`config.mk`:
```
export PLATFORM = sky130hd
export DESIGN_NAME = qerv_mem_seq
export DESIGN_NICKNAME = d
export VERILOG_FILES = /design/src/rtl/qerv_pkg.sv /design/src/rtl/qerv_bitcnt.sv /design/src/rtl/qerv_mem_seq.sv
export SDC_FILE = /design/constraint.sdc
export NUM_CORES = 1
export LEC_CHECK = 0
export ABC_AREA = 1
export CORE_MARGIN = 2
export CORE_UTILIZATION = 39
export DETAILED_ROUTE_END_ITERATION = 10
export DONT_BUFFER_PORTS = 1
export SLEW_MARGIN = 20
export SYNTH_ARGS = -nofsm -noshare
export SYNTH_HDL_FRONTEND = slang
export SYNTH_HIERARCHICAL = 1
export SYNTH_SLANG_ARGS = --single-unit
export TNS_END_PERCENT = 30
```
`constraint.sdc`:
```
create_clock -name i_clk -period 4.3 [get_ports i_clk]
set_input_delay 0.86 -clock i_clk [delete_from_list [all_inputs] [get_ports i_clk]]
set_output_delay 0.86 -clock i_clk [all_outputs]
set_load 0.05 [all_outputs]
```
`src/rtl/qerv_pkg.sv`:
```
// Shared types and helpers for the qerv load/store sequencer.
// Holds the sequencer state enum, size/command encodings and byte-lane helpers.
package qerv_pkg;

    typedef enum logic [2:0] {
        IDLE = 3'd0,
        INIT = 3'd1,
        BUS  = 3'd2,
        WB   = 3'd3,
        DONE = 3'd4
    } state_t;

    localparam logic [1:0] SZ_BYTE = 2'd0;
    localparam logic [1:0] SZ_HALF = 2'd1;
    localparam logic [1:0] SZ_WORD = 2'd2;

    localparam logic CMD_LOAD  = 1'b0;
    localparam logic CMD_STORE = 1'b1;

    // Size code 3 behaves exactly like a word access.
    function automatic logic [1:0] f_norm_size(input logic [1:0] size);
        return (size == 2'd3) ? SZ_WORD : size;
    endfunction

    // A half needs an even address, a word needs a zero offset.
    function automatic logic f_misaligned(input logic [1:0] size, input logic [1:0] lsb);
        case (size)
            SZ_BYTE: return 1'b0;
            SZ_HALF: return lsb[0];
            default: return (lsb != 2'd0);
        endcase
    endfunction

    // Drop the offset bits that the access size cannot honour.
    function automatic logic [1:0] f_align_lsb(input logic [1:0] size, input logic [1:0] lsb);
        case (size)
            SZ_BYTE: return lsb;
            SZ_HALF: return {lsb[1], 1'b0};
            default: return 2'd0;
        endcase
    endfunction

    // Byte enables on the data bus for a given size and lane offset.
    function automatic logic [3:0] f_byte_sel(input logic [1:0] size, input logic [1:0] lsb);
        case (size)
            SZ_BYTE: return 4'b0001 << lsb;
            SZ_HALF: return 4'b0011 << {lsb[1], 1'b0};
            default: return 4'b1111;
        endcase
    endfunction

endpackage

```
`src/rtl/qerv_bitcnt.sv`:
```
// Bit position counter shared by the init and writeback shift phases.
// Steps by BITS_PER_CYCLE and wraps to zero naturally after the last position.
module qerv_bitcnt #(
    parameter int BITS_PER_CYCLE = 1
) (
    input  logic       i_clk,
    input  logic       i_rst_n,
    input  logic       i_clr,
    input  logic       i_en,
    output logic [4:0] o_cnt,
    output logic       o_done
);

    localparam logic [4:0] STEP = 5'(BITS_PER_CYCLE);
    localparam logic [4:0] LAST = 5'(32 - BITS_PER_CYCLE);

    logic [4:0] r_cnt;

    // Advance the bit position while a shift phase is active, otherwise hold at zero.
    always_ff @(posedge i_clk or negedge i_rst_n) begin
        if (!i_rst_n) begin
            r_cnt <= 5'd0;
        end else if (i_clr) begin
            r_cnt <= 5'd0;
        end else if (i_en) begin
            r_cnt <= r_cnt + STEP;
        end
    end

    assign o_cnt  = r_cnt;
    assign o_done = i_en && (r_cnt == LAST);

endmodule

```
`src/rtl/qerv_mem_seq.sv`:
```
// Load/store sequencer for the qerv buffer register: init shift, one bus
// transaction, then writeback shift for loads.
// Optional feature: define QERV_MISALIGN_TRAP_EN to trap misaligned accesses
// instead of silently aligning them.
module qerv_mem_seq
    import qerv_pkg::*;
#(
    parameter int BITS_PER_CYCLE = 1
) (
    input  logic       i_clk,
    input  logic       i_rst_n,
    input  logic       i_req,
    input  logic       i_cmd,
    input  logic [1:0] i_size,
    input  logic [1:0] i_addr_lsb,
    output logic       o_busy,
    output logic       o_done,
    output logic       o_trap,
    output logic       o_init,
    output logic       o_en,
    output logic [4:0] o_cnt,
    output logic       o_cnt_done,
    output logic [1:0] o_lsb,
    output logic       o_byte_valid,
    output logic       o_load,
    output logic       o_dbus_cyc,
    output logic       o_dbus_we,
    output logic [3:0] o_dbus_sel,
    input  logic       i_dbus_ack
);

    state_t     r_state;
    logic       r_cmd;
    logic [1:0] r_size;
    logic [1:0] r_lsb;
    logic       r_dbus_cyc;
    logic       r_dbus_we;
    logic [3:0] r_dbus_sel;
`ifdef QERV_MISALIGN_TRAP_EN
    logic       r_trap;
`endif

    logic       w_shift;
    logic       w_cnt_done;
    logic [4:0] w_cnt;
    logic [1:0] w_size;
    logic [1:0] w_byte_idx;

    assign w_shift = (r_state == INIT) || (r_state == WB);
    assign w_size  = f_norm_size(i_size);

    qerv_bitcnt #(
        .BITS_PER_CYCLE(BITS_PER_CYCLE)
    ) u_bitcnt (
        .i_clk  (i_clk),
        .i_rst_n(i_rst_n),
        .i_clr  (!w_shift),
        .i_en   (w_shift),
        .o_cnt  (w_cnt),
        .o_done (w_cnt_done)
    );

    // Sequencer FSM: latches the request and owns the registered bus handshake.
    always_ff @(posedge i_clk or negedge i_rst_n) begin
        if (!i_rst_n) begin
            r_state    <= IDLE;
            r_cmd      <= 1'b0;
            r_size     <= 2'd0;
            r_lsb      <= 2'd0;
            r_dbus_cyc <= 1'b0;
            r_dbus_we  <= 1'b0;
            r_dbus_sel <= 4'd0;
`ifdef QERV_MISALIGN_TRAP_EN
            r_trap     <= 1'b0;
`endif
        end else begin
            case (r_state)
                IDLE: begin
                    if (i_req) begin
                        r_cmd  <= i_cmd;
                        r_size <= w_size;
`ifdef QERV_MISALIGN_TRAP_EN
                        r_lsb  <= i_addr_lsb;
                        if (f_misaligned(w_size, i_addr_lsb)) begin
                            r_trap  <= 1'b1;
                            r_state <= DONE;
                        end else begin
                            r_trap  <= 1'b0;
                            r_state <= INIT;
                        end
`else
                        r_lsb   <= f_align_lsb(w_size, i_addr_lsb);
                        r_state <= INIT;
`endif
                    end
                end
                INIT: begin
                    if (w_cnt_done) begin
                        r_dbus_cyc <= 1'b1;
                        r_dbus_we  <= r_cmd;
                        r_dbus_sel <= f_byte_sel(r_size, r_lsb);
                        r_state    <= BUS;
                    end
                end
                BUS: begin
                    if (i_dbus_ack) begin
                        r_dbus_cyc <= 1'b0;
                        r_dbus_we  <= 1'b0;
                        r_dbus_sel <= 4'd0;
                        r_state    <= (r_cmd == CMD_STORE) ? DONE : WB;
                    end
                end
                WB: begin
                    if (w_cnt_done) begin
                        r_state <= DONE;
                    end
                end
                DONE: begin
`ifdef QERV_MISALIGN_TRAP_EN
                    r_trap  <= 1'b0;
`endif
                    r_state <= IDLE;
                end
                default: begin
                    r_state <= IDLE;
                end
            endcase
        end
    end

    assign w_byte_idx = w_cnt[4:3];

    // Status and buffer controls decoded from the registered state.
    always_comb begin
        o_busy       = (r_state != IDLE);
        o_done       = (r_state == DONE);
        o_init       = (r_state == INIT);
        o_en         = w_shift;
        o_cnt        = w_cnt;
        o_cnt_done   = w_cnt_done;
        o_lsb        = r_lsb;
        o_dbus_cyc   = r_dbus_cyc;
        o_dbus_we    = r_dbus_we;
        o_dbus_sel   = r_dbus_sel;
        o_load       = (r_state == BUS) && i_dbus_ack && (r_cmd == CMD_LOAD);
        o_byte_valid = (r_state == WB) &&
                       ((w_byte_idx == 2'd0) ||
                        ((w_byte_idx == 2'd1) && (r_size != SZ_BYTE)) ||
                        (r_size == SZ_WORD));
`ifdef QERV_MISALIGN_TRAP_EN
        o_trap       = r_trap && (r_state == DONE);
`else
        o_trap       = 1'b0;
`endif
    end

endmodule

```
==> results of run 1 <==
==> how the worst max path moves through the flow <==
stage / end / startpoint / cells after the start / slack, ns
CTS: o_cnt_done / u_bitcnt/o_cnt[1] / 6 / 1.43
global placement: o_cnt_done / u_bitcnt/o_cnt[1] / 6 / 1.84
detailed placement: o_cnt_done / u_bitcnt/o_cnt[1] / 6 / 1.78
floorplan: o_cnt_done / u_bitcnt/o_cnt[1] / 6 / 1.88
global route: o_cnt_done / u_bitcnt/o_cnt[1] / 6 / 1.30
finish: o_cnt_done / u_bitcnt/o_cnt[1] / 6 / 1.44
==> state kept, by name (all words and copies together) (netlist names) <==
name / flops
o_dbus_cyc: 1
o_dbus_sel: 4
r_state: 3
o_dbus_we: 1
o_lsb: 2
r_size: 2
u_bitcnt/o_cnt: 5
r_cmd: 1
==> worst max-delay path: cells and delay by family, from the launching register on <==
kind	cells	cell delay (ns)
DFF	1	0.70
buffers and inverters	1	0.36
adders and majority gates	2	0.44
and+or+nand+nor	3	0.23
==> cells by family after synthesis <==
group           count (synthesis)  share of synthesized area
compound gates                 20                      0.104
fa+ha+maj                       2                     0.0238
buf+inv                        24                     0.0893
flops                          19                      0.452
other cells                     1                    0.00357
simple gates                   74                      0.327
==> layout make-up <==
cell class / instances / area [sq um]
flip-flops and latches: 19 / 475
well taps: 30 / 37.5
multi-input cells: 97 / 487
clock buffers: 3 / 22.5
clock inverters: 1 / 5.00
inverters: 23 / 86.3
fillers: 258 / 1410
==> metrics by stage <==
step,hold slack [ns],cells
6_report,0.239,173
5_1_grt,0.213,173
4_1_cts,0.237,173
3_5_place_dp,0.484,169
3_3_place_gp,0.480,169
2_1_floorplan,0.464,140
==> cells in the mapped netlist, drive strengths merged <==
master / number
a21oi: 8
buf: 1
conb: 1
dfrtp: 19
ha: 2
inv: 23
nand2: 46
nand3: 9
nand4: 1
nor2: 16
nor3: 2
o21a: 2
o21ai: 8
o21bai: 1
o22ai: 1
==> layer usage <==
layer / share of wire / routed length [microns] / vias up / track usage
met2: 0.48 / 1010 / 24 / 0.241
met3: 0.069 / 146 / 2 / 0.0465
met1: 0.44 / 932 / 417 / 0.186
li1: - / - / 438 / -
met4: 0.0090 / 19 / 0 / 0.0408
met5: 0 / 0 / - / 0
==> cells in the final DEF, fill, tap and decap left out, types with 4 or more instances in the layout <==
| cell type | synthesis | final |
|---|---|---|
| dfrtp_1 | 19 | 19 |
| o21ai_0 | 8 | 8 |
| a21oi_1 | 8 | 8 |
| nor2_4 | 4 | 4 |
| nand3_1 | 7 | 7 |
| nand2_1 | 43 | 43 |
| inv_1 | 20 | 20 |
| nor2_1 | 11 | 11 |
==> out/qor.csv, run 1 <==
metric,value,unit
yosys_warnings,6,
worst_ep_required_time,3.44,ns
r2r_start,u_bitcnt/o_cnt[1],
hold_violations,0,
synth.avg_cell_area,7.51,sq um
cp.arrival,2.00,ns
synth_nets,151,
coreArea,2520,sq um
grt_pass1_vias,831,
antennaDiodeCount,0,
nets,155,
synth_seq_cells,19,
synth.largest_area_cell,dfrtp_1,
worstPathMaxFanout,4,
post_cts.repair.setup_buffers,0,
status,"finished, final reports clean",
post-route-period-util,0.665,
timing.fmax,0.349,GHz
utilization,0.441,
place_ws,1.78,ns
dieArea,3130,sq um
worstMarginPinSlew,0.874,ns
final_area,1110,sq um
grt_antenna_before_repair,0,
drtAntennaViolNets,0,
worstSetupPathType,reg -> out,
gp_congestion,0.860,
first_pass_iters,4,
first_iter_violations,20,
max_slew_margin,0.415,
layout_setup_ws,1.44,ns
cts_root_buf,clkbuf_4,
io-pin-count,30,
drv_cap,0,
syn_area,1050,sq um
rrSetupSlack,1.85,ns
grt_overflow_total,0,
final.min_clock_period,2.86,ns
dp_hpwl,1650,microns
critical_path.max_stage_delay,0.70,ns
area_growth,5.95,%
die_h,55.9,microns
path_clk_slew,0.12,ns
cts_buffer_depth,2,
track_usage,0.147,
port_buffers,0,
vias,881,
r2r_cells,11,
clock_latency,0.29,ns
drive_gt1_frac,0.126,
rsz0062_at_grt,no,
cts_tree,built,
synthDistinctLibCells,20,
grt_max_degree,20,
start_kind,register,
drt_drc_violations_left,0,
hold_buffers,0,
setup_viol,0,
wl_per_cell,12.2,microns
cts_htree_levels,1,
placed_area,1090,sq um
fin_skew,0.0138,ns
numCtsBuffers,3,
final.setup.tns,0,ns
cpMaxStageDelayCell,dfrtp_1,
crit_path_end_kind,output pin,
synth_area_leaders,"dfrtp_1, nand2_1, inv_1",
initial_core_util,0.417,
min_path_type,in -> async,
num_rows,18,
yosysTopAreaCellShare,0.452,
synth_cells,140,
die_w,55.9,microns
crit_chain,ha_1 > nand2_1 > nor2_1 > ha_1 > nand2_1 > inv_1,
yosysSeqAreaShare,0.452,
drv_slew,0,
wl,2110,microns
viasPerCell,5.09,
rr_endpoint,r_state[0],
cts.sinks,19,
ctsResizeCount,0,
grt_pass1_wl,3680,microns
Power of run 1 is left out: the tool's default activity adds up to more than one toggle a clock period on the data nets, which glitch-free logic cannot reach.
==> run 2, diff against run 1 <==
- clock period: 4.3 -> 2.66 ns (I/O delays scaled with it)
==> out/qor.csv, run 2 (synthesis results as in run 1) <==
metric,value,unit
status,"finished, final reports clean",
grt_max_degree,20,
cts_buffer_depth,2,
multi_input_area,487,sq um
fin_skew,0.000966,ns
post-route-period-util,0.907,
max_slew_margin,0.416,
die_w,55.9,microns
setup_viol,0,
ff_latch_area,475,sq um
final_common_cell,nand2_1,
hold_violations,0,
numCtsBuffers,3,
min_path_type,in -> reg,
gp_congestion,0.783,
dp_hpwl,1640,microns
place_ws,0.581,ns
grt_pass1_vias,835,
cts.sinks,19,
vias,887,
drt_drc_violations_left,0,
layout_setup_ws,0.248,ns
worstPathMaxFanout,4,
coreArea,2520,sq um
fillers,269,
post_cts.repair.setup_buffers,0,
timing.fmax,0.415,GHz
clock_latency,0.30,ns
grt_overflow_total,0,
initial_core_util,0.417,
worstMarginPinSlew,0.873,ns
viasPerCell,4.93,
cp.arrival,1.88,ns
crit_path_end_kind,output pin,
final.setup.tns,0,ns
final.min_clock_period,2.41,ns
start_kind,register,
mostFrequentLayoutCells,"nand2_1, inv_1, dfrtp_1",
io-pin-count,30,
drtAntennaViolNets,0,
cts_tree,built,
num_rows,18,
nets,162,
worstSetupPathType,reg -> out,
ctsResizeCount,0,
dieArea,3130,sq um
area_growth,11.1,%
worst_ep_required_time,2.13,ns
drv_cap,0,
largest_register_ffs,5,
path_clk_slew,0.11,ns
grt_pass1_wl,3660,microns
first_pass_iters,4,
drv_slew,0,
wl_per_cell,11.8,microns
grt_antenna_before_repair,0,
die_h,55.9,microns
wl,2120,microns
track_usage,0.146,
port_buffers,0,
rsz0062_at_grt,no,
cts_htree_levels,1,
drive_gt1_frac,0.153,
first_iter_violations,16,
cts_root_buf,clkbuf_4,
antennaDiodeCount,0,
-- run 2: cell types whose count changed in the layout (fill, tap and decap cells not counted) --
cell / delta
dlygate4sd3_1: +1
clkinv_2: -1
clkbuf_1: +1
buf_4: +6
-- run 2: worst max-delay path: stages (launching register included) --
cell and delay [ns]:
dfrtp_1 0.68, ha_1 0.26, nand2_1 0.06, nor2_1 0.12, ha_1 0.15, nand2_1 0.05
inv_1 0.07, buf_4 0.19
-- run 2: per-layer routing --
layer,vias up,share of wire,global-route usage
met5,-,0,0
met1,402,0.48,0.203
met3,4,0.062,0.0279
li1,456,-,-
met2,25,0.44,0.224
met4,0,0.015,0.0612
-- run 2: what timing repair did --
item,CTS,global route
endpoints found under the hold margin,19,0
setup endpoints to repair,0,0
hold buffers,1,0
-- run 2: layout make-up --
type,instances,share of cell area
clock buffer,4,0.0225
tap,30,0.0322
timing repair buffer,7,0.0472
multi-input combinational,97,0.417
inverter,23,0.0740
sequential,19,0.407
-- run 2: per-stage QoR --
step | instances | hold slack (ns) | area [sq um] | utilization
floorplan | 140 | 0.236 | 1050 | -
global placement | 175 | 0.237 | 1130 | 0.448
detailed placement | 175 | 0.237 | 1130 | 0.448
CTS | 180 | 0.355 | 1170 | 0.463
global route | 180 | 0.351 | 1170 | 0.463
finish | 180 | 0.363 | 1170 | 0.463
-- run 2: final timing paths --
check,endpoint,depth (start not counted),from,slack (ns)
max reg2reg,o_dbus_sel[0],12,u_bitcnt/o_cnt[1],0.63
min in group asynchronous,u_bitcnt/o_cnt[2],1,i_rst_n,0.78
max,o_cnt_done,7,u_bitcnt/o_cnt[1],0.25
min reg2reg,r_size[1],1,r_size[1],0.50
max in group asynchronous,o_lsb[0],1,i_rst_n,1.35
min,r_cmd,2,i_cmd,0.36
Power of run 2 is left out for the same reason.
